<file path="config.mk">
export PLATFORM = sky130hd
export DESIGN_NAME = dmem_sram_like_bridge
export DESIGN_NICKNAME = d
export VERILOG_FILES = /design/src/rtl/dmem_sram_like_bridge_pkg.sv /design/src/rtl/dmem_sram_like_bridge.sv
export SDC_FILE = /design/constraint.sdc
export NUM_CORES = 1
export LEC_CHECK = 0
export ABC_CLOCK_PERIOD_IN_PS = 2500
export BUFFER_PORTS_ARGS = -buffer_cell sky130_fd_sc_hd__buf_2
export CAP_MARGIN = 20
export CORE_ASPECT_RATIO = 0.6
export CORE_MARGIN = 2
export CORE_UTILIZATION = 37
export DETAILED_ROUTE_END_ITERATION = 12
export PLACE_DENSITY = 0.95
export SYNTH_ARGS = -nofsm -noshare
export SYNTH_HDL_FRONTEND = slang
export SYNTH_SLANG_ARGS = --single-unit
</file>
<file path="constraint.sdc">
create_clock -name clk -period 2.5 [get_ports clk]
set_clock_uncertainty 0.05 [all_clocks]
set_input_delay 0.375 -clock clk [delete_from_list [all_inputs] [get_ports clk]]
set_output_delay 0.375 -clock clk [all_outputs]
set_load 0.1 [all_outputs]
</file>
<file path="src/rtl/dmem_sram_like_bridge_pkg.sv">
// Shared types and helpers for the data-memory to sram-like bus bridge.
package dmem_sram_like_bridge_pkg;

    typedef enum logic [1:0] {
        ST_IDLE      = 2'd0,
        ST_WAIT_DATA = 2'd1,
        ST_DONE      = 2'd2
    } bridgeState_t;

    localparam logic [1:0] SIZE_BYTE = 2'd0;
    localparam logic [1:0] SIZE_HALF = 2'd1;
    localparam logic [1:0] SIZE_WORD = 2'd2;

    typedef struct packed {
        logic       legal;
        logic [1:0] size;
        logic [1:0] offset;
    } wenDecode_t;

    // A read (wen == 0) is always a full aligned word; writes map the
    // byte-enable pattern to a transfer size and the lowest enabled lane.
    function automatic wenDecode_t decodeWen(input logic [3:0] wen);
        wenDecode_t d;
        d.legal  = 1'b1;
        d.size   = SIZE_WORD;
        d.offset = 2'd0;
        case (wen)
            4'b0000: begin d.size = SIZE_WORD; d.offset = 2'd0; end
            4'b1111: begin d.size = SIZE_WORD; d.offset = 2'd0; end
            4'b0011: begin d.size = SIZE_HALF; d.offset = 2'd0; end
            4'b1100: begin d.size = SIZE_HALF; d.offset = 2'd2; end
            4'b0001: begin d.size = SIZE_BYTE; d.offset = 2'd0; end
            4'b0010: begin d.size = SIZE_BYTE; d.offset = 2'd1; end
            4'b0100: begin d.size = SIZE_BYTE; d.offset = 2'd2; end
            4'b1000: begin d.size = SIZE_BYTE; d.offset = 2'd3; end
            default: d.legal = 1'b0;
        endcase
        return d;
    endfunction

endpackage

</file>
<file path="src/rtl/dmem_sram_like_bridge.sv">
// Bridges the single-cycle M-stage data-memory port onto a split-transaction
// sram-like bus, stalling the pipeline until each access completes.
//
// state        | meaning
// ST_IDLE      | request driven straight from the M-stage inputs, waiting for addr_ok
// ST_WAIT_DATA | request accepted, waiting for data_ok
// ST_DONE      | access finished but pipeline frozen elsewhere; hold read data, no bus activity
module dmem_sram_like_bridge
    import dmem_sram_like_bridge_pkg::*;
#(
    parameter int ADDR_W = 32,
    parameter int DATA_W = 32
) (
    input  logic              clk,
    input  logic              rst,
    input  logic              mem_en,
    input  logic [3:0]        mem_wen,
    input  logic [ADDR_W-1:0] mem_addr,
    input  logic [DATA_W-1:0] mem_wdata,
    input  logic              pipe_stall,
    output logic [DATA_W-1:0] mem_rdata,
    output logic              d_stall,
    output logic              data_req,
    output logic              data_wr,
    output logic [1:0]        data_size,
    output logic [ADDR_W-1:0] data_addr,
    output logic [DATA_W-1:0] data_wdata,
    input  logic              data_addr_ok,
    input  logic              data_data_ok,
    input  logic [DATA_W-1:0] data_rdata
);

    bridgeState_t      state;
    bridgeState_t      stateNext;
    logic [DATA_W-1:0] rdataQ;
    logic              completing;
    logic              busReq;
    logic              fieldEn;
    wenDecode_t        wenDec;

    assign wenDec  = decodeWen(mem_wen);
    assign fieldEn = ~rst & mem_en;

    // State register and read-data hold; the hold register only loads on completion.
    always_ff @(posedge clk) begin
        if (rst) begin
            state  <= ST_IDLE;
            rdataQ <= '0;
        end else begin
            state <= stateNext;
            if (completing) begin
                rdataQ <= data_rdata;
            end
        end
    end

    // Next-state decode; a same-cycle addr_ok+data_ok in IDLE completes like WAIT_DATA would.
    always_comb begin
        stateNext  = state;
        completing = 1'b0;
        busReq     = 1'b0;
        case (state)
            ST_IDLE: begin
                busReq = mem_en;
                if (mem_en && data_addr_ok) begin
                    if (data_data_ok) begin
                        completing = 1'b1;
                        stateNext  = pipe_stall ? ST_DONE : ST_IDLE;
                    end else begin
                        stateNext = ST_WAIT_DATA;
                    end
                end
            end
            ST_WAIT_DATA: begin
                if (data_data_ok) begin
                    completing = 1'b1;
                    stateNext  = pipe_stall ? ST_DONE : ST_IDLE;
                end
            end
            ST_DONE: begin
                if (!pipe_stall) begin
                    stateNext = ST_IDLE;
                end
            end
            default: stateNext = ST_IDLE;
        endcase
    end

    // Request fields follow the M-stage inputs, which stay frozen while we stall.
    assign data_req   = ~rst & busReq;
    assign data_wr    = fieldEn & (|mem_wen);
    assign data_size  = fieldEn ? wenDec.size : 2'd0;
    assign data_addr  = fieldEn ? ((mem_addr & ~ADDR_W'(3)) | ADDR_W'(wenDec.offset)) : '0;
    assign data_wdata = fieldEn ? mem_wdata : '0;

    // Completion cycle bypasses the bus data so a zero-wait bus costs no stall.
    assign d_stall   = fieldEn & ~completing & (state != ST_DONE);
    assign mem_rdata = rst ? '0 : (completing ? data_rdata : rdataQ);

    // Byte-enable patterns the bus cannot express, and completions with nothing outstanding.
    assertLegalWen: assert property (@(posedge clk) disable iff (rst)
        (mem_en && state == ST_IDLE) |-> wenDec.legal);

    assertNoOrphanDataOk: assert property (@(posedge clk) disable iff (rst)
        data_data_ok |-> ((state == ST_WAIT_DATA) ||
                          (state == ST_IDLE && mem_en && data_addr_ok)));

endmodule
</file>
==> flow_metrics.py <==
metrics = {
    "clock_network": {
        "h_tree_level_count": 2,
        "clk_latency_ns": 0.28,
        "tritoncts": "yes",
        "clock_path_buffers": 2,
        "cts_setup_buffers": 0,
        "clock_slew_seen_by_the_registers_of_the_worst_setup_and_hold_paths_ns": 0.06,
        "clk_root_buffer_cell": "sky130_fd_sc_hd__clkbuf_8",
        "cts_sinks": 34,
        "cts_made_buffers": 5,
    },
    "timing": {
        "maxSlewHeadroom_pct": 66.0,
        "worst-slew-pin-transition_ns": 0.514,
        "final_period_minus_worst_setup_slack_ns": 2.42,
        "final.period_utilization_pct": 96.6,
        "hold_viol": 0,
        "max_clock_freq_ghz": 0.414,
        "slack_of_the_critical_path_ns": 0.0841,
        "maxSlewViolCount": 0,
        "setup_viol": 0,
    },
    "global_route": {
        "grt_first_pass_wirelength_um": 11500,
        "grt_remaining_overflow": 0,
        "antenna_found_initial": 0,
        "grt_pass1_vias": 2351,
        "largest_net_degree_at_the_start_of_global_routing": 66,
        "groute.usage.overall_pct": 27.4,
    },
    "hold_path": {
        "holdPathStages": 2,
        "worstHoldStart": "data_data_ok",
        "worst_hold_path.endpoint": "state[0]$_SDFFE_PP0P_",
        "timing.hold.worst.class": "in2reg",
    },
    "placed_design": {
        "preCtsSetupSlack_ns": 0.207,
        "place_congestion": 0.750,
        "port_buffers": 204,
        "dp.final_hpwl_um": 6800,
    },
    "critical_path": {
        "critical_path_peak_fanout": 34,
        "cp_slowest_stage_delay_ns": 0.46,
        "rr_endpoint": "rdataQ[13]$_DFF_P_",
        "worst-r2r-cell-count": 4,
        "worstReg2RegStart": "state[0]$_SDFFE_PP0P_",
        "start_kind": "register",
        "reg_to_reg_slack_setup_ns": 0.91,
        "criticalPathCategory": "reg2out",
        "slowest_stage": "sky130_fd_sc_hd__buf_2",
        "crit_required_ns": 2.08,
        "worst_setup_path_end_kind": "primary output",
        "crit_arrival_ns": 1.99,
        "crit_path_cell_chain": "a21oi_1 -> nor3b_4 -> buf_12 -> mux2i_1 -> buf_2",
    },
    "routing": {
        "viasPerCell": 4.56,
        "drtAntennaViolNets": 0,
        "drt-wirelength-per-cell_um": 16.4,
        "iter_0_drt_violations": 65,
        "finalWirelength_um": 8080,
        "route.detailed.drc": 0,
        "drtPass1Iterations": 6,
        "detailroute.via_count": 2253,
    },
    "die": {
        "rows": 20,
        "die_area_sq_um": 5670,
        "dieWidth_um": 95.9,
        "dieHeight_um": 59.1,
        "initial_core_util_pct": 37.6,
        "core_footprint_sq_um": 4980,
        "ioPinCount": 207,
    },
    "run": {
        "drv_cap": 0,
    },
    "final_layout": {
        "final_nets": 533,
        "antenna_cells_inserted": 0,
        "layout.filler_cells": 261,
        "area_growth_pct": 133,
        "drive_above_1_share_pct": 51.6,
    },
    "pwr": {
        "power_density_nw_per_um2": 453,
        "power_leakage_nw": 1.98,
        "p_total_mw": 1.97,
        "power.ir.vdd_worst_uv": 306,
    },
    "synth": {
        "postSynth.topFlopCell": "sky130_fd_sc_hd__dfxtp_1",
        "seq_area_frac_synth_pct": 36.3,
        "synth_area_leader_cell": "sky130_fd_sc_hd__dfxtp_1",
        "yosys.area.top_type_share_pct": 36.3,
        "count_of_flip_flops_with_a_built_in_enable_after_synthesis": 0,
        "async_reset_ff_share_pct": 0,
        "synth_area_leaders": "sky130_fd_sc_hd__dfxtp_1 (36%), sky130_fd_sc_hd__and2_1 (21%), sky130_fd_sc_hd__mux2i_1 (17%), sky130_fd_sc_hd__nand2_1 (13%), sky130_fd_sc_hd__buf_8 (2.4%)",
        "post_synthesis_net_count": 336,
        "syn_inst": 230,
        "yosys.cell_types.count": 22,
        "ys_warn_count": 0,
        "count_of_state_elements_after_synthesis": 34,
        "syn_area_sq_um": 1870,
        "syn-mean-instance-area_sq_um": 8.15,
        "yosys.cell_count.top_type": "sky130_fd_sc_hd__nand2_1",
        "synth_common_cells": "sky130_fd_sc_hd__nand2_1 (65), sky130_fd_sc_hd__and2_1 (62), sky130_fd_sc_hd__dfxtp_1 (34), sky130_fd_sc_hd__mux2i_1 (32), sky130_fd_sc_hd__clkbuf_1 (11)",
    },
    "run_status": {
        "status": "finished, final reports clean",
    },
}
[logic make-up after synthesis]
logic type                Yosys count  synth area share (%)
AOI/OAI and AO/OA                   4                  1.40
and+or+nand+nor                   140                  38.2
DFF                                34                  36.3
xor gates and xnor gates            2                 0.935
muxes                              32                  17.1
buffers and inverters              18                  6.07
[layer usage]
metal / vias to the layer above / global-route usage (%) / routed length, um
met5: - / 0 / 0
met4: 0 / 8.16 / 89
met3: 10 / 9.03 / 646
met2: 101 / 56.2 / 4660
met1: 1026 / 25.8 / 2680
li1: 1116 / - / -
[flip-flops by register name, summed over array words and instances, names as in the netlist]
signal and flops:
rdataQ 32, state 2
[layout make-up]
class	instances	area, sq um	area share [%]
Multi-Input combinational cell	178	1120	25.6
Timing Repair Buffer	207	2390	54.8
Clock buffer	6	72.6	1.66
Inverter	1	3.75	0.0861
Tap cell	66	82.6	1.89
Clock inverter	2	13.8	0.316
Sequential cell	34	681	15.6
[through the flow]
stage	instances	TNS, ns	hold WS [ns]	util (%)	instance area [sq um]
2_1_floorplan	230	-27.79	0.402	-	1900
3_3_place_gp	486	0	0.404	85.6	4260
3_5_place_dp	486	0	0.425	85.6	4260
4_1_cts	494	0	0.218	87.3	4350
5_1_grt	494	-0.0131	0.210	87.6	4360
6_report	494	0	0.228	87.6	4360
[timing repair]
action,in CTS,in global routing
endpoints found under the setup margin,0,6
hold buffers,0,0
gates resized for setup,0,6
[cell usage in the layout (no fill, tap or decap), drive strengths merged, types with 2 or more instances in the layout]
| master | synthesis | routed |
|---|---|---|
| dfxtp | 34 | 34 |
| buf | 6 | 201 |
| nor2b | 2 | 2 |
| mux2i | 32 | 32 |
| nor4 | 3 | 3 |
| clkinv | 0 | 3 |
| nor2 | 4 | 4 |
| and2 | 62 | 62 |
| nor3 | 2 | 2 |
| nand2 | 65 | 65 |
| a21oi | 2 | 2 |
| clkbuf | 11 | 12 |
[power breakdown]
| part | internal (mW) | leakage (nW) | switching (mW) | total (mW) |
|---|---|---|---|---|
| sequential | 0.565 | 0.277 | 0.00821 | 0.573 |
| combinational | 0.335 | 1.66 | 0.666 | 1.00 |
| clock | 0.196 | 0.0452 | 0.204 | 0.400 |
[worst max-delay path: cells and delay by family, from the launching register on]
family,cells,cell delay [ns]
flip-flops,1,0.38
multiplexers,1,0.26
AO/OA/AOI/OAI,1,0.10
buffers and inverters,2,0.73
AND/OR/NAND/NOR,1,0.23
[how the worst max path moves through the flow]
stage,startpoint,end,depth (start not counted)
6_report,state[0]$_SDFFE_PP0P_,mem_rdata[23],5
5_1_grt,state[0]$_SDFFE_PP0P_,mem_rdata[6],5
4_1_cts,state[0]$_SDFFE_PP0P_,mem_rdata[2],5
3_5_place_dp,mem_en,mem_rdata[2],6
3_3_place_gp,mem_en,mem_rdata[5],6
2_1_floorplan,mem_en,mem_rdata[10],5
No activity file was read; power rests on OpenSTA's default activity.
